$ cat src/rtl/dbg_auth_pkg.sv
// Shared types and constants for the debug-authentication responder.
package dbg_auth_pkg;

    // Width of one streamed password word.
    localparam int unsigned AUTH_WORD_W = 32;

    // Responder states.
    typedef enum logic [2:0] {
        StIdle     = 3'd0,
        StCollect  = 3'd1,
        StRespond  = 3'd2,
        StUnlocked = 3'd3,
        StLockout  = 3'd4
    } auth_state_e;

    // Counter width able to index n items; never narrower than one bit.
    function automatic int unsigned cnt_width(input int unsigned n);
        return (n > 1) ? $clog2(n) : 1;
    endfunction

endpackage

$ cat src/rtl/dbg_auth_lockout_timer.sv
// Lockout dwell counter: loads the full dwell, counts down while enabled and
// flags the final cycle so the owner can leave lockout on the following edge.
module dbg_auth_lockout_timer
    import dbg_auth_pkg::*;
#(
    parameter int unsigned CYCLES = 1024,
    parameter int unsigned WIDTH  = $clog2(CYCLES + 1)
) (
    input  logic clk_i,
    input  logic rst_i,
    input  logic load_i,
    input  logic dec_i,
    output logic expire_o
);

    logic [WIDTH-1:0] count_q;

    // Load has priority over decrement; the count never wraps below zero.
    always_ff @(posedge clk_i) begin
        if (rst_i) begin
            count_q <= '0;
        end else if (load_i) begin
            count_q <= WIDTH'(CYCLES);
        end else if (dec_i && (count_q != '0)) begin
            count_q <= count_q - 1'b1;
        end
    end

    // Last cycle of the dwell.
    assign expire_o = (count_q == WIDTH'(1));

endmodule

$ cat src/rtl/dbg_auth_unlock.sv
// Debug-authentication responder. Collects a multi-word password, compares it
// against the fused key without early exit, reports the result and owns the
// registered unlock grant, the failure counter and the timed lockout.
module dbg_auth_unlock
    import dbg_auth_pkg::*;
#(
    parameter int unsigned KEY_WORDS      = 4,
    parameter int unsigned MAX_ATTEMPTS   = 3,
    parameter int unsigned LOCKOUT_CYCLES = 1024
) (
    input  logic                                  clk_i,
    input  logic                                  rst_i,
    input  logic [KEY_WORDS*AUTH_WORD_W-1:0]      key_i,
    input  logic                                  req_valid_i,
    output logic                                  req_ready_o,
    input  logic [AUTH_WORD_W-1:0]                req_data_i,
    input  logic                                  abort_i,
    output logic                                  resp_valid_o,
    input  logic                                  resp_ready_i,
    output logic                                  resp_ok_o,
    input  logic                                  relock_i,
    output logic                                  unlock_o,
    output logic                                  locked_out_o,
    output logic [$clog2(MAX_ATTEMPTS+1)-1:0]     fail_cnt_o
);

    localparam int unsigned WordCntW = cnt_width(KEY_WORDS);
    localparam int unsigned FailCntW = $clog2(MAX_ATTEMPTS + 1);
    localparam int unsigned TimerW   = $clog2(LOCKOUT_CYCLES + 1);

    localparam logic [WordCntW-1:0] LastWord = WordCntW'(KEY_WORDS - 1);
    localparam logic [FailCntW-1:0] MaxFails = FailCntW'(MAX_ATTEMPTS);

    auth_state_e          state_q;
    logic [WordCntW-1:0]  word_cnt_q;
    logic                 mismatch_q;
    logic [FailCntW-1:0]  fail_cnt_q;

    // Registered outputs, updated alongside the state.
    logic unlock_q;
    logic resp_valid_q;
    logic resp_ok_q;
    logic locked_out_q;
    logic ready_q;

    logic [AUTH_WORD_W-1:0] key_word;
    logic                   word_fire;
    logic                   word_mis;
    logic                   mismatch_acc;
    logic                   fail_event;
    logic                   last_fail;
    logic                   timer_load;
    logic                   timer_dec;
    logic                   timer_expire;

    // Reference word for the current position; every word is compared in full.
    assign key_word     = key_i[word_cnt_q*AUTH_WORD_W +: AUTH_WORD_W];
    assign word_fire    = req_valid_i & req_ready_o;
    assign word_mis     = (req_data_i != key_word);
    assign mismatch_acc = mismatch_q | word_mis;

    // Abort beats both the last word and the response handshake.
    assign fail_event = ((state_q == StCollect) && abort_i) ||
                        ((state_q == StRespond) && (abort_i || (resp_ready_i && mismatch_q)));

    // This failure is the one that exhausts the attempt budget.
    assign last_fail  = ({1'b0, fail_cnt_q} + 1'b1) >= {1'b0, MaxFails};

    assign timer_load = fail_event & last_fail;
    assign timer_dec  = (state_q == StLockout);

    dbg_auth_lockout_timer #(
        .CYCLES (LOCKOUT_CYCLES),
        .WIDTH  (TimerW)
    ) u_lockout_timer (
        .clk_i    (clk_i),
        .rst_i    (rst_i),
        .load_i   (timer_load),
        .dec_i    (timer_dec),
        .expire_o (timer_expire)
    );

    // Authentication FSM with its counters and registered outputs.
    always_ff @(posedge clk_i) begin
        if (rst_i) begin
            state_q      <= StIdle;
            word_cnt_q   <= '0;
            mismatch_q   <= 1'b0;
            fail_cnt_q   <= '0;
            unlock_q     <= 1'b0;
            resp_valid_q <= 1'b0;
            resp_ok_q    <= 1'b0;
            locked_out_q <= 1'b0;
            ready_q      <= 1'b1;
        end else if (fail_event) begin
            // Failed or aborted attempt: drop the partial state, never grant.
            word_cnt_q   <= '0;
            mismatch_q   <= 1'b0;
            resp_valid_q <= 1'b0;
            resp_ok_q    <= 1'b0;
            if (last_fail) begin
                state_q      <= StLockout;
                fail_cnt_q   <= MaxFails;
                locked_out_q <= 1'b1;
                ready_q      <= 1'b0;
            end else begin
                state_q    <= StIdle;
                fail_cnt_q <= fail_cnt_q + 1'b1;
                ready_q    <= 1'b1;
            end
        end else begin
            unique case (state_q)
                StIdle: begin
                    if (word_fire) begin
                        mismatch_q <= word_mis;
                        if (KEY_WORDS == 1) begin
                            state_q      <= StRespond;
                            word_cnt_q   <= '0;
                            resp_valid_q <= 1'b1;
                            resp_ok_q    <= ~word_mis;
                            ready_q      <= 1'b0;
                        end else begin
                            state_q    <= StCollect;
                            word_cnt_q <= WordCntW'(1);
                        end
                    end
                end
                StCollect: begin
                    if (word_fire) begin
                        mismatch_q <= mismatch_acc;
                        if (word_cnt_q == LastWord) begin
                            state_q      <= StRespond;
                            word_cnt_q   <= '0;
                            resp_valid_q <= 1'b1;
                            resp_ok_q    <= ~mismatch_acc;
                            ready_q      <= 1'b0;
                        end else begin
                            word_cnt_q <= word_cnt_q + 1'b1;
                        end
                    end
                end
                StRespond: begin
                    // A mismatching handshake is taken by fail_event above.
                    if (resp_ready_i && !mismatch_q) begin
                        state_q      <= StUnlocked;
                        mismatch_q   <= 1'b0;
                        fail_cnt_q   <= '0;
                        resp_valid_q <= 1'b0;
                        resp_ok_q    <= 1'b0;
                        unlock_q     <= 1'b1;
                    end
                end
                StUnlocked: begin
                    if (relock_i) begin
                        state_q  <= StIdle;
                        unlock_q <= 1'b0;
                        ready_q  <= 1'b1;
                    end
                end
                StLockout: begin
                    if (timer_expire) begin
                        state_q      <= StIdle;
                        fail_cnt_q   <= '0;
                        locked_out_q <= 1'b0;
                        ready_q      <= 1'b1;
                    end
                end
                default: begin
                    // Unused encodings recover to a safe, ungranted state.
                    state_q      <= StIdle;
                    word_cnt_q   <= '0;
                    mismatch_q   <= 1'b0;
                    unlock_q     <= 1'b0;
                    resp_valid_q <= 1'b0;
                    resp_ok_q    <= 1'b0;
                    locked_out_q <= 1'b0;
                    ready_q      <= 1'b1;
                end
            endcase
        end
    end

    // Ready is forced low while reset is held so no word slips in.
    assign req_ready_o  = ready_q & ~rst_i;
    assign resp_valid_o = resp_valid_q;
    assign resp_ok_o    = resp_ok_q;
    assign unlock_o     = unlock_q;
    assign locked_out_o = locked_out_q;
    assign fail_cnt_o   = fail_cnt_q;

endmodule

$ cat config.mk
export PLATFORM = sky130hd
export DESIGN_NAME = dbg_auth_unlock
export DESIGN_NICKNAME = d
export VERILOG_FILES = /design/src/rtl/dbg_auth_pkg.sv /design/src/rtl/dbg_auth_lockout_timer.sv /design/src/rtl/dbg_auth_unlock.sv
export SDC_FILE = /design/constraint.sdc
export NUM_CORES = 1
export LEC_CHECK = 0
export CORE_MARGIN = 3
export CORE_UTILIZATION = 55
export DETAILED_ROUTE_END_ITERATION = 10
export DONT_BUFFER_PORTS = 1
export PLACE_DENSITY_LB_ADDON = 0.08
export SYNTH_ARGS = -nofsm -noshare
export SYNTH_HDL_FRONTEND = slang
export SYNTH_SLANG_ARGS = --single-unit
$ cat constraint.sdc
create_clock -name clk_i -period 2.8 [get_ports clk_i]
set_clock_uncertainty 0.15 [all_clocks]
set_input_delay 0.14 -clock clk_i [delete_from_list [all_inputs] [get_ports clk_i]]
set_output_delay 0.14 -clock clk_i [all_outputs]
set_load 0.02 [all_outputs]
# [Yosys cells after proc, flatten, opt, wreduce, memory -nomap -nowiden]
# Index checks and enable logic that the tools add are counted.
[word_totals] register_bits=24 input_bits=166 wordCells=121 out_inout_bits=7
[classes] shift=1 n_reduce_logical=28 eq_ne=21 order_cmp=1 bitwise_logic=11 n_mux=44 add_sub_neg=4
[op_table] op="variable part select 128 x 8 -> 32 bit" count=1
[op_table] op="!= test 32 bit" count=1
[op_table] op="2-to-1 mux 3 bit" count=8
[op_table] op="2-to-1 mux 11 bit" count=2
[op_table] op="2-to-1 mux 1 bit" count=18
[op_table] op="case mux 3 bit (5 select lines)" count=1
[op_table] op="2-to-1 mux 2 bit" count=7
[op_table] op="!= test 3 bit, second input constant" count=4
[op_table] op="AND reduction 4 bit" count=3
[op_table] op="== test 11 x 1 -> 1 bit, second input constant" count=1
[op_table] op="nonzero test 11 bit" count=1
[op_table] op="subtractor 11 x 1 -> 11 bit, second input constant" count=1
[op_table] op="!= test 2 x 1 -> 1 bit, second input constant" count=5
[op_table] op="case mux 1 bit (3 select lines)" count=3
[op_table] op="AND reduction 3 bit" count=3
[op_table] op="OR reduction 3 bit" count=3
[op_table] op="case mux 1 bit (4 select lines)" count=2
[op_table] op="OR reduction 2 bit" count=4
[op_table] op="inverter 1 bit" count=7
[op_table] op="== test 3 x 2 -> 1 bit, second input constant" count=2
[op_table] op="!= test 2 bit, second input constant" count=3
[op_table] op="!= test 3 x 2 -> 1 bit, second input constant" count=2
[op_table] op="case mux 2 bit (3 select lines)" count=1
[op_table] op="AND reduction 6 bit" count=1
[op_table] op="18 further kinds" count=26

# [Depth between registers and ports, before layout]
# Gate-level depths: netlist of the first run.
[depth] word_depth=7 mapped_depth=8 mapped_depth_nobuf=7

# [Cells and area by module]
# A second synthesis of the first run with hierarchy kept.
[unflattened] hier_cells=264 hier_area_um2=2526.2
[by_module_without_submodules] mod="dbg_auth_unlock" area_per_inst_um2=1898.1 cells_per_inst=190 instances=1 seq_area_each_um2=260.2
[by_module_without_submodules] mod="dbg_auth_lockout_timer" area_per_inst_um2=628.1 cells_per_inst=74 instances=1 seq_area_each_um2=220.2

# [Worst setup path after synthesis of the first run]
# OpenSTA, ideal clock, no wires.
[synth_timing] path_kind="register -> register" startpoint="reg word_cnt_q[1]" endpoint="reg mismatch_q" period_less_slack_ns=2.281 path_slack_ns=0.519 required_ns=2.533 arrival_ns=2.013 path_buffers=2 setup_ns=0.117 stages_incl_launch_ff=9 cell_sequence="dfxtp_1 clkbuf_1 clkbuf_1 mux4_2 xnor2_1 nand4_1 nor4_2 nand2_1 a32o_1"
[synth_between] elab_chain_len=5 elab_cells_between_ends=6 classes_between="1 x eq/ne; 1 x shift; 3 x mux; 1 x bitwise"
[synth_lines] element="start: declaration" line="dbg_auth_unlock.sv:35" source="logic [WordCntW-1:0] word_cnt_q;"
[synth_lines] element="start signal: assignment" line="dbg_auth_unlock.sv:124" source="word_cnt_q <= WordCntW'(1);"
[synth_lines] element="start signal: assignment" line="dbg_auth_unlock.sv:138" source="word_cnt_q <= word_cnt_q + 1'b1;"
[synth_lines] element="variable part select 128 x 8 -> 32 bit *" line="dbg_auth_unlock.sv:57" source="assign key_word = key_i[word_cnt_q*AUTH_WORD_W +: AUTH_WORD_W];"
[synth_lines] element="!= test 32 bit *" line="dbg_auth_unlock.sv:59" source="assign word_mis = (req_data_i != key_word);"
[synth_lines] element="bitwise OR 1 bit" line="dbg_auth_unlock.sv:60" source="assign mismatch_acc = mismatch_q | word_mis;"
[synth_lines] element="2-to-1 mux 1 bit" line="dbg_auth_unlock.sv:129" source="if (word_fire) begin"
[synth_lines] element="case mux 1 bit (4 select lines) *" line="dbg_auth_unlock.sv:112" source="unique case (state_q)"
[synth_lines] element="end signal: assignment" line="dbg_auth_unlock.sv:115" source="mismatch_q <= word_mis;"
[synth_lines] element="end signal: assignment" line="dbg_auth_unlock.sv:130" source="mismatch_q <= mismatch_acc;"
[synth_lines] element="end: declaration" line="dbg_auth_unlock.sv:36" source="logic mismatch_q;"
# Every way passes the cells marked *; elsewhere a longest branch is shown, timed or not. The select of a mux whose other input is x is not followed.
# A chain may end at the register's enable or synchronous reset.

# [Worst setup path in the final report of the first run]
[layout_timing] startpoint="reg word_cnt_q[0]" endpoint="reg mismatch_q"
# Same word-level chain as after synthesis.

==> summary.txt, run 1 <==
Setup path
  • CP max-delay cell: mux4_1
  • WS Path Type: flop to flop
  • Worst-path cell chain: buf_4 > mux4_1 > xnor2_1 > nand4_1 > nor4_1 > nand2_1 > a32o_1
  • Critical Path AT: roughly 2.5 ns
  • Worst Setup End Kind: flop
  • Crit-path max FO: 16
  • Worst endpoint required time: 2.83 ns
  • CP bufs+invs: 1
  • CP delay by family, top: multiplexers
  • Setup crit start kind: flop
  • Biggest cell delay along the critical path: between 0.6 and 0.7 ns

Logic synthesis
  • Avg Inst Size Synth: 10.1 um2
  • Mapped Cells: about 250
  • Netlist Area Pre-Place: roughly 0.0025 mm2
  • Commonest cells in the netlist: xnor2_1, nor2_1, dfxtp_1
  • Main flop type after synthesis: dfxtp_1
  • Leading area contributor after synthesis: mux4_2
  • Post-synth EDFFs: 0
  • Net Count, Synth: about 420
  • Synth unique cells: 46
  • Most common cell in the netlist: xnor2_1
  • Top cells by area, synth: mux4_2, dfxtp_1, xnor2_1
  • Sequential element share of the synthesized area: between 15 and 20%
  • Warnings from Yosys: 0
  • Synth top area share: 20.9%
  • #FFs+latches synth: 24
  • FFs w/ async S/R, synth: 0%

STA
  • Least-Margin Pin Slew: ~0.54 ns
  • Final setup viols: 0
  • Setup TNS: 0 ns
  • Final period utilization: 86.9%
  • RSZ-0062 raised after global routing: false
  • Hold WS: 0.0570 ns
  • Final WS setup: roughly 0.37 ns
  • Final Hold Vio Count: 0
  • Min Tclk post-route: roughly 2.4 ns
  • Fin. max-slew vios: 0
  • Max frequency: between 0.4 and 0.5 GHz
  • Relative slew margins: between 60% and 70%

Placement
  • Worst slack at placement: about 0.33 ns
  • RD Place Congestion: between 0.8 and 0.9
  • I/O Buffers: 0
  • Placed Area: around 0.0025 mm2
  • Post-DP HPWL: approximately 6500 um

Final layout
  • # fillers: 362
  • NumNets Final: between 400 and 500
  • Area growth from synthesis to layout: 5.61%
  • Cell area after layout: ~0.0026 mm2
  • Layout cells sized above 1: 17.6%

Pwr
  • VDD IR max: 215 uV
  • Clock power share: 30.2%
  • Final Power: 1040 uW
  • Lkg Pwr: about 0.0008 uW
  • Gate power share: 34.4%
  • Net Sw Power: between 200 and 300 uW
  • Sw Share: a little over a quarter
  • Pwr/cell area: around 400 mW/mm2
  • Internal Power: about 760 uW
  • Sequential Power Share: around 35%

Routing
  • Remaining DRCs: 0
  • Mean routed wirelength per cell: between 20 and 30 um
  • Final wirelength: around 7600 um
  • ANT nets after route: 0
  • First-pass detailed-route iteration total: 4
  • DRT iter0 DRCs: 95
  • Via count: 2076
  • Average vias per placed instance: approximately 7.0

Floorplan
  • FP Rows: 23
  • Chip width: ~73 um
  • Die ar.: 0.00534 mm2
  • Ports: 173
  • Initial Util: ~59%
  • CORE AREA: 0.00417 mm2
  • Die Y-Extent: approximately 73 um

Status
  • Outcome: complete, no violations

Min path
  • Min-delay worst type: input port to flop

Global route
  • Global route overflow: 0
  • First-pass GRT wire length: approximately 11000 um
  • Largest net degree at the start of global routing: 21
  • Total GRT Usage: 27.2%
  • Antenna violations before repair: 1
  • Number of global-route vias before repair: ~2100

Clock network
  • CTS max path bufs: 2
  • Clk slew on worst S/H paths: 0.09 ns
  • Clk Latency, worst-skew pair: around 0.28 ns
  • H-Tree Level Count: 1
  • Root buf cell: clkbuf_8
  • Sink Count: 24
  • TritonCTS clock tree: yes
  • TritonCTS buffer count: 3

Run
  • Max cap viols: 0
[flip-flops by register name, indices dropped and copies added (netlist names), 2 cells and up]
register,flops
state_q,3
fail_cnt_o,2
word_cnt_q,2
u_lockout_timer.count_q,11
[path summary, 6_finish.rpt]
kind	end	slack [ns]	start	depth (start not counted)
setup / recovery	mismatch_q	0.37	word_cnt_q[0]	7
hold / removal	resp_ok_o	0.06	req_data_i[11]	5
setup reg to reg	mismatch_q	0.37	word_cnt_q[0]	7
hold reg to reg	u_lockout_timer.count_q[9]	0.37	u_lockout_timer.count_q[9]	2
[tightest hold or removal path, cell delays in order]
cell	delay, ns
xnor2_1	0.05
nand4_1	0.07
nor4_1	0.05
nand2_1	0.07
o21ai_1	0.06
[per-stage QoR]
stage	util, %	cells
6_report	62.6	296
5_1_grt	62.6	296
4_1_cts	62.5	295
3_5_place_dp	60.1	288
3_3_place_gp	60.1	288
2_1_floorplan	-	245
[what timing repair did]
action                     in CTS  in global routing
setup endpoints to repair       0                  0
hold endpoints to repair       13                  0
buffers inserted                0                  0
gates resized for setup         0                  0
hold buffers                    3                  0
[routing by layer]
metal | share of wire (%) | routed length (um) | track usage, % | vias to the layer above
met5 | 0 | 0 | 0 | -
li1 | - | - | - | 943
met1 | 36 | 2780 | 33.0 | 1019
met3 | 9.2 | 701 | 7.71 | 17
met2 | 52 | 3920 | 45.7 | 97
met4 | 2.8 | 210 | 9.63 | 0
[cell usage in the layout (no fill, tap or decap), types with 2 or more instances in the layout]
| cell type | netlist | routed |
|---|---|---|
| nand3b_1 | 5 | 5 |
| clkbuf_8 | 0 | 3 |
| xor2_1 | 7 | 7 |
| nand2_1 | 5 | 5 |
| a21boi_0 | 2 | 2 |
| nand3_1 | 5 | 5 |
| nor3_1 | 5 | 5 |
| o21ai_0 | 12 | 12 |
| nand4_1 | 11 | 11 |
| nor4_1 | 3 | 3 |
| ha_1 | 4 | 4 |
| nor3b_1 | 2 | 2 |
| nor2b_1 | 8 | 8 |
| nand2b_1 | 2 | 2 |
| mux4_2 | 23 | 23 |
| xnor2_1 | 34 | 34 |
| mux4_1 | 9 | 9 |
| dfxtp_1 | 24 | 23 |
| nor2_1 | 25 | 25 |
| inv_1 | 5 | 5 |
| a21o_1 | 2 | 2 |
| buf_4 | 0 | 8 |
| a21oi_1 | 16 | 16 |
| dlygate4sd3_1 | 0 | 3 |
[area by class of cell]
cell class,count,area (um2),share of cell area (%)
Inverter,5,18.8,0.718
Multi-Input combinational cell,201,1890,72.2
Clock inverter,1,30.0,1.15
Tap cell,50,62.6,2.39
Antenna cell,1,2.50,0.0958
Sequential cell,24,482,18.4
Timing Repair Buffer,11,90.1,3.45
Clock buffer,3,41.3,1.58
[logic make-up (layout without fill, tap and decap cells)]
group           Yosys count  in the layout  share of synthesized area [%]
compound gates           43             43                           10.7
xor+xnor                 41             41                           14.5
fa+ha+maj                 4              4                           2.02
buf+inv                  20             20                           4.35
flops                    24             24                           19.4
mux                      33             33                           30.9
other cells               0              1                              0
simple gates             80             80                           18.1
[power groups by stage]
stage	Clock, uW	Sequential, uW	Combinational (uW)
after floorplan	0	366	339
after detailed placement	0	377	356
after global routing	331	372	392
after global placement	0	377	341
after CTS	316	370	362
final	315	370	359
Note: power is estimated with default switching activity, not from simulation.
==> run 2, diff against run 1 <==
--- a/config.mk
+++ b/config.mk
@@ -7,2 +7,3 @@
 export LEC_CHECK = 0
+export CAP_MARGIN = 15
 export CORE_MARGIN = 3
@@ -11,3 +12,3 @@
 export DONT_BUFFER_PORTS = 1
-export PLACE_DENSITY_LB_ADDON = 0.08
+export PLACE_DENSITY = 0.78
 export SYNTH_ARGS = -nofsm -noshare
==> constraint.sdc (replaced) <==
create_clock -name clk_i -period 2.8 [get_ports clk_i]
set_clock_uncertainty 0.15 [all_clocks]
set_input_delay 0.42 -clock clk_i [delete_from_list [all_inputs] [get_ports clk_i]]
set_output_delay 0.42 -clock clk_i [all_outputs]
set_load 0.02 [all_outputs]
==> summary.txt, run 2 (synthesis results as in run 1) <==
Status
  • Outcome: complete, no violations

Routing
  • Average vias per placed instance: 6.83 (-2.6%)
  • ANT nets after route: 0 (unchanged)
  • Via count: 1995 (-3.9%)
  • Final wirelength: 7230 um (-5.0%)
  • Mean routed wirelength per cell: 24.8 um (-3.7%)
  • Remaining DRCs: 0 (unchanged)
  • First-pass detailed-route iteration total: 4 (unchanged)
  • DRT iter0 DRCs: 72 (-24%)

Pwr
  • Lkg Pwr: 0.000794 uW (-1.1%)
  • Pwr/cell area: 397 mW/mm2 (-0.59%)
  • VDD IR max: 294 uV (+37%)
  • Final Power: 1030 uW (-1.4%)

STA
  • Hold WS: 0.0616 ns (+0.00463 ns)
  • RSZ-0062 raised after global routing: false
  • Least-Margin Pin Slew: 0.670 ns (+0.133 ns)
  • Relative slew margins: 55.3% (-8.9 points)
  • Min Tclk post-route: 2.50 ns (+0.0626 ns)
  • Fin. max-slew vios: 0 (unchanged)
  • Final Hold Vio Count: 0 (unchanged)
  • Setup TNS: 0 ns (unchanged)
  • Final period utilization: 89.2% (+2.2 points)
  • Final setup viols: 0 (unchanged)
  • Max frequency: 0.401 GHz (-2.5%)

Setup path
  • Crit-path max FO: 28 (+12)
  • Worst endpoint required time: 2.82 ns (about the same)
  • Setup crit start kind: flop
  • Critical Path AT: 2.51 ns (+0.05 ns)
  • Worst-path cell chain: buf_12 > mux4_1 > xnor2_1 > nand4_1 > nor4_1 > nand2_1 > a32o_1
  • WS Path Type: flop to flop
  • Worst Setup End Kind: flop
  • CP max-delay cell: mux4_1
  • Biggest cell delay along the critical path: 0.61 ns (about the same)

Clock network
  • CTS max path bufs: 2 (unchanged)
  • TritonCTS clock tree: yes
  • Post-CTS Setup Inserts: 0 (unchanged)
  • Resize count post-CTS: 0 (unchanged)
  • Clk Latency, worst-skew pair: 0.26 ns (-0.02 ns)
  • H-Tree Level Count: 1 (unchanged)
  • CTS Hold Bufs: 0 (-3)
  • TritonCTS buffer count: 3 (unchanged)
  • Sink Count: 24 (unchanged)
  • Root buf cell: clkbuf_8
  • Clk slew on worst S/H paths: 0.09 ns (about the same)

Placement
  • Post-DP HPWL: 6130 um (-5.1%)
  • Post-Place Cells: 288 (unchanged)
  • RD Place Congestion: 0.840 (+0.57%)
  • I/O Buffers: 0 (unchanged)

Min path
  • Min-delay worst type: input port to flop

Floorplan
  • Initial Util: 59.3% (unchanged)
  • FP Rows: 23 (unchanged)
  • Chip width: 73.1 um (unchanged)
  • Die ar.: 0.00534 mm2 (unchanged)
  • Ports: 173 (unchanged)
  • Die Y-Extent: 73.1 um (unchanged)
  • CORE AREA: 0.00417 mm2 (unchanged)

Final layout
  • Post-route insts no fill: 292 (-1.4%)
  • Regs by FF count: u_lockout_timer.count_q x11, state_q x3
  • Layout cells sized above 1: 17.8% (+0.22 points)
  • Area growth from synthesis to layout: 4.81%
  • Most frequent cells in the layout: xnor2_1, nor2_1, mux4_2, dfxtp_1, a21oi_1
  • Commonest non-fill, non-tap cell in the layout: xnor2_1
  • Most flops, register: u_lockout_timer.count_q
  • NumNets Final: 413 (-0.72%)
  • Largest register FFs: 11 (unchanged)
  • Ant diodes: 0 (-1)

Global route
  • Total GRT Usage: 25.1% (-2.1 points)
  • First-pass GRT wire length: 10200 um (-6.7%)
  • Largest net degree at the start of global routing: 29 (+38%)
  • Number of global-route vias before repair: 1912 (-9.1%)
  • Global route overflow: 0 (unchanged)
  • Antenna violations before repair: 1 (unchanged)

Run
  • Max cap viols: 0 (unchanged)
[run 2: per-layer routing]
metal	share of wire, %	GRT usage (%)	routed length [um]
met5	0.18	0	13
met4	2.0	6.76	146
met3	10	7.85	755
met2	53	43.6	3820
met1	35	29.8	2500
[run 2: area by class of cell]
cell class	instances	area (um2)
clock buffer	3	41.3
clock inverter	1	30.0
multi-input combinational	201	1890
inverter	5	18.8
tap	50	62.6
fill	361	1580
timing repair buffer	8	72.6
sequential	24	482
[run 2: worst paths after layout]
check	from	endpoint	depth (start not counted)	slack, ns
max	word_cnt_q[0]	mismatch_q	7	0.30
min	rst_i	state_q[2]	1	0.06
max reg2reg	word_cnt_q[0]	mismatch_q	7	0.30
min reg2reg	u_lockout_timer.count_q[7]	u_lockout_timer.count_q[7]	2	0.38
[run 2: critical path: cells and delay by family, from the launching register on]
kind,cells,cell delay (ns)
compound gates,1,0.22
xor+xnor,1,0.16
simple gates,3,0.58
flops,1,0.43
mux,1,0.61
buf+inv,1,0.24
[run 2: metrics by stage]
stage                     utilization [%]  setup slack, ns  area [um2]
after floorplan                         -            0.519        2470
after detailed placement             60.4            0.299        2520
after CTS                            62.1            0.274        2590
final                                62.1            0.304        2590
after global placement               60.4            0.329        2520
after global routing                 62.1            0.122        2590
[run 2: report_power, final]
part           total [uW]  internal, uW  switching (uW)
Sequential            374           352            22.3
Combinational         354           220             134
Clock                 303           191             112
Total                1030           762             269
==> run 3, diff against run 2 <==
- BUFFER_PORTS_ARGS: default -> -buffer_cell sky130_fd_sc_hd__buf_4
- CORE_UTILIZATION: 55 -> 42
- DONT_BUFFER_PORTS: 1 -> default
- PLACE_DENSITY: 0.78 -> 0.9
==> summary.txt, run 3 (synthesis results as in run 1) <==
Clock network
  • CTS Hold Bufs: 0 (unchanged)
  • Resize count post-CTS: 0 (unchanged)
  • CTS max path bufs: 2 (unchanged)
  • TritonCTS buffer count: 3 (unchanged)
  • Clk Latency, worst-skew pair: 0.27 ns (about the same)
  • Post-CTS Setup Inserts: 0 (unchanged)
  • Root buf cell: clkbuf_8
  • Clk slew on worst S/H paths: 0.09 ns (about the same)
  • H-Tree Level Count: 1 (unchanged)
  • Sink Count: 24 (unchanged)
  • TritonCTS clock tree: yes

Min path
  • WHS Path Cells: 2 (+1)
  • Min-delay worst type: input port to flop
  • WHS Endpoint: u_lockout_timer.count_q[10]
  • Hold wc startpoint: rst_i

Setup path
  • R2R Path End: mismatch_q
  • Setup crit start kind: flop
  • Worst-path cell chain: buf_12 > mux4_1 > xnor2_1 > nand4_1 > nor4_1 > nand2_1 > a32o_1
  • Worst Setup End Kind: flop
  • CP delay by family, top: simple AND/OR/NAND/NOR gates
  • Beginning of the worst register-to-register path: word_cnt_q[0]
  • Worst endpoint required time: 2.82 ns (about the same)
  • Critical Path AT: 2.55 ns (+0.04 ns)
  • CP bufs+invs: 1 (unchanged)
  • WS Path Type: flop to flop
  • CP max-delay cell: mux4_1
  • Biggest cell delay along the critical path: 0.58 ns (-0.03 ns)
  • Crit-path max FO: 19 (-32%)
  • R2R Setup Slk: 0.27 ns (-0.04 ns)
  • Worst R2R Path Depth: 7 (unchanged)

STA
  • Relative slew margins: 63.9% (+8.6 points)
  • Final Hold Vio Count: 0 (unchanged)
  • Final setup viols: 0 (unchanged)
  • Setup TNS: 0 ns (unchanged)
  • Max frequency: 0.395 GHz (-1.5%)
  • Least-Margin Pin Slew: 0.541 ns (-0.129 ns)
  • Hold WS: 0.271 ns (+0.210 ns)
  • Final period utilization: 90.5% (+1.3 points)
  • Fin. max-slew vios: 0 (unchanged)
  • RSZ-0062 raised after global routing: false
  • Min Tclk post-route: 2.53 ns (+0.0373 ns)

Routing
  • DRT iter0 DRCs: 162 (+130%)
  • ANT nets after route: 0 (unchanged)
  • Metal2 WL: 5150 um (+35%)
  • Average vias per placed instance: 5.63 (-18%)
  • Final wirelength: 9780 um (+35%)
  • Via count: 2718 (+36%)
  • Met3 routed WL: 855 um (+13%)
  • Mean routed wirelength per cell: 20.2 um (-18%)
  • Highest metal layer with signal wires: met4
  • Remaining DRCs: 0 (unchanged)
  • First-pass detailed-route iteration total: 6 (+2)
  • Met1 wire length: 3140 um (+26%)

Final layout
  • Most frequent cells in the layout: buf_4, xnor2_1, nor2_1
  • Area growth from synthesis to layout: 56.8%
  • Multi-input logic area: 0.00189 mm2 (unchanged)
  • Regs by FF count: u_lockout_timer.count_q x11, state_q x3
  • Layout cells sized above 1: 51.6% (+34 points)
  • # fillers: 441 (+22%)
  • NumNets Final: 583 (+41%)
  • Sequential cell area: 482 um2 (unchanged)
  • Most flops, register: u_lockout_timer.count_q
  • Largest register FFs: 11 (unchanged)
  • Commonest non-fill, non-tap cell in the layout: buf_4
  • Ant diodes: 0 (unchanged)

Pwr
  • VDD IR max: 306 uV (+4.0%)
  • Lkg Pwr: 0.00160 uW (+100%)
  • Pwr/cell area: 293 mW/mm2 (-26%)

Floorplan
  • Chip width: 82.7 um (+13%)
  • Initial Util: 44.1% (-15 points)
  • CORE AREA: 0.00561 mm2 (+34%)
  • FP Rows: 27 (+17%)
  • Ports: 173 (unchanged)
  • Die ar.: 0.00685 mm2 (+28%)
  • Die Y-Extent: 82.7 um (+13%)

Global route
  • Total GRT Usage: 27.8% (+2.7 points)
  • Largest net degree at the start of global routing: 33 (+14%)
  • Global route overflow: 0 (unchanged)
  • Number of global-route vias before repair: 2863 (+50%)
  • Antenna violations before repair: 0 (-1)
  • First-pass GRT wire length: 13900 um (+35%)

Status
  • Outcome: complete, no violations

Placement
  • RD Place Congestion: 0.869 (+3.4%)
  • I/O Buffers: 172 (+172)
  • Post-DP HPWL: 8340 um (+36%)

Run
  • Max cap viols: 0 (unchanged)
[run 3: changes by cell type in the layout (fill, tap and decap cells not counted)]
cell and change:
buf_12 +1, buf_4 +169, bufinv_16 -1
[run 3: how the worst max path moves through the flow]
stage	from	to	depth (start not counted)
detailed placement	word_cnt_q[0]	mismatch_q	7
finish	word_cnt_q[0]	mismatch_q	7
global route	word_cnt_q[0]	mismatch_q	7
CTS	word_cnt_q[0]	mismatch_q	7
floorplan	word_cnt_q[1]	mismatch_q	8
global placement	word_cnt_q[0]	mismatch_q	7
[run 3: layer usage]
metal  up-vias  GRT usage [%]
met1      1273           26.2
li1       1270              -
met2       135           53.7
met5         -              0
met4         0           18.0
met3        40           5.64
[run 3: worst reg2reg max path: cells and delay by family, from the launching register on]
kind	cells	cell delay, ns
flip-flops	1	0.46
XOR/XNOR	1	0.15
multiplexers	1	0.59
buffers and inverters	1	0.23
AND/OR/NAND/NOR	3	0.63
AO/OA/AOI/OAI	1	0.23
[run 3: area by class of cell]
class / count / area share (%)
timing repair buffer: 178 / 35.1
multi-input combinational: 201 / 48.6
inverter: 5 / 0.484
tap: 72 / 2.32
sequential: 24 / 12.4
clock buffer: 3 / 1.06
[run 3: power by group]
| group | switching, uW | internal (uW) | total, uW |
|---|---|---|---|
| sequential | 21.4 | 352 | 373 |
| clock | 106 | 96.3 | 202 |
| combinational | 196 | 365 | 560 |
| total | 323 | 812 | 1140 |
[run 3: stage by stage]
step | instances | utilization [%] | total power [uW] | instance area, um2 | worst slack [ns]
2_1_floorplan | 245 | - | 706 | 2470 | 0.519
3_3_place_gp | 480 | 68.4 | 923 | 3840 | 0.325
3_5_place_dp | 480 | 68.4 | 941 | 3840 | 0.286
4_1_cts | 483 | 69.2 | 1150 | 3880 | 0.266
5_1_grt | 483 | 69.2 | 1200 | 3880 | 0.103
6_report | 483 | 69.2 | 1140 | 3880 | 0.266
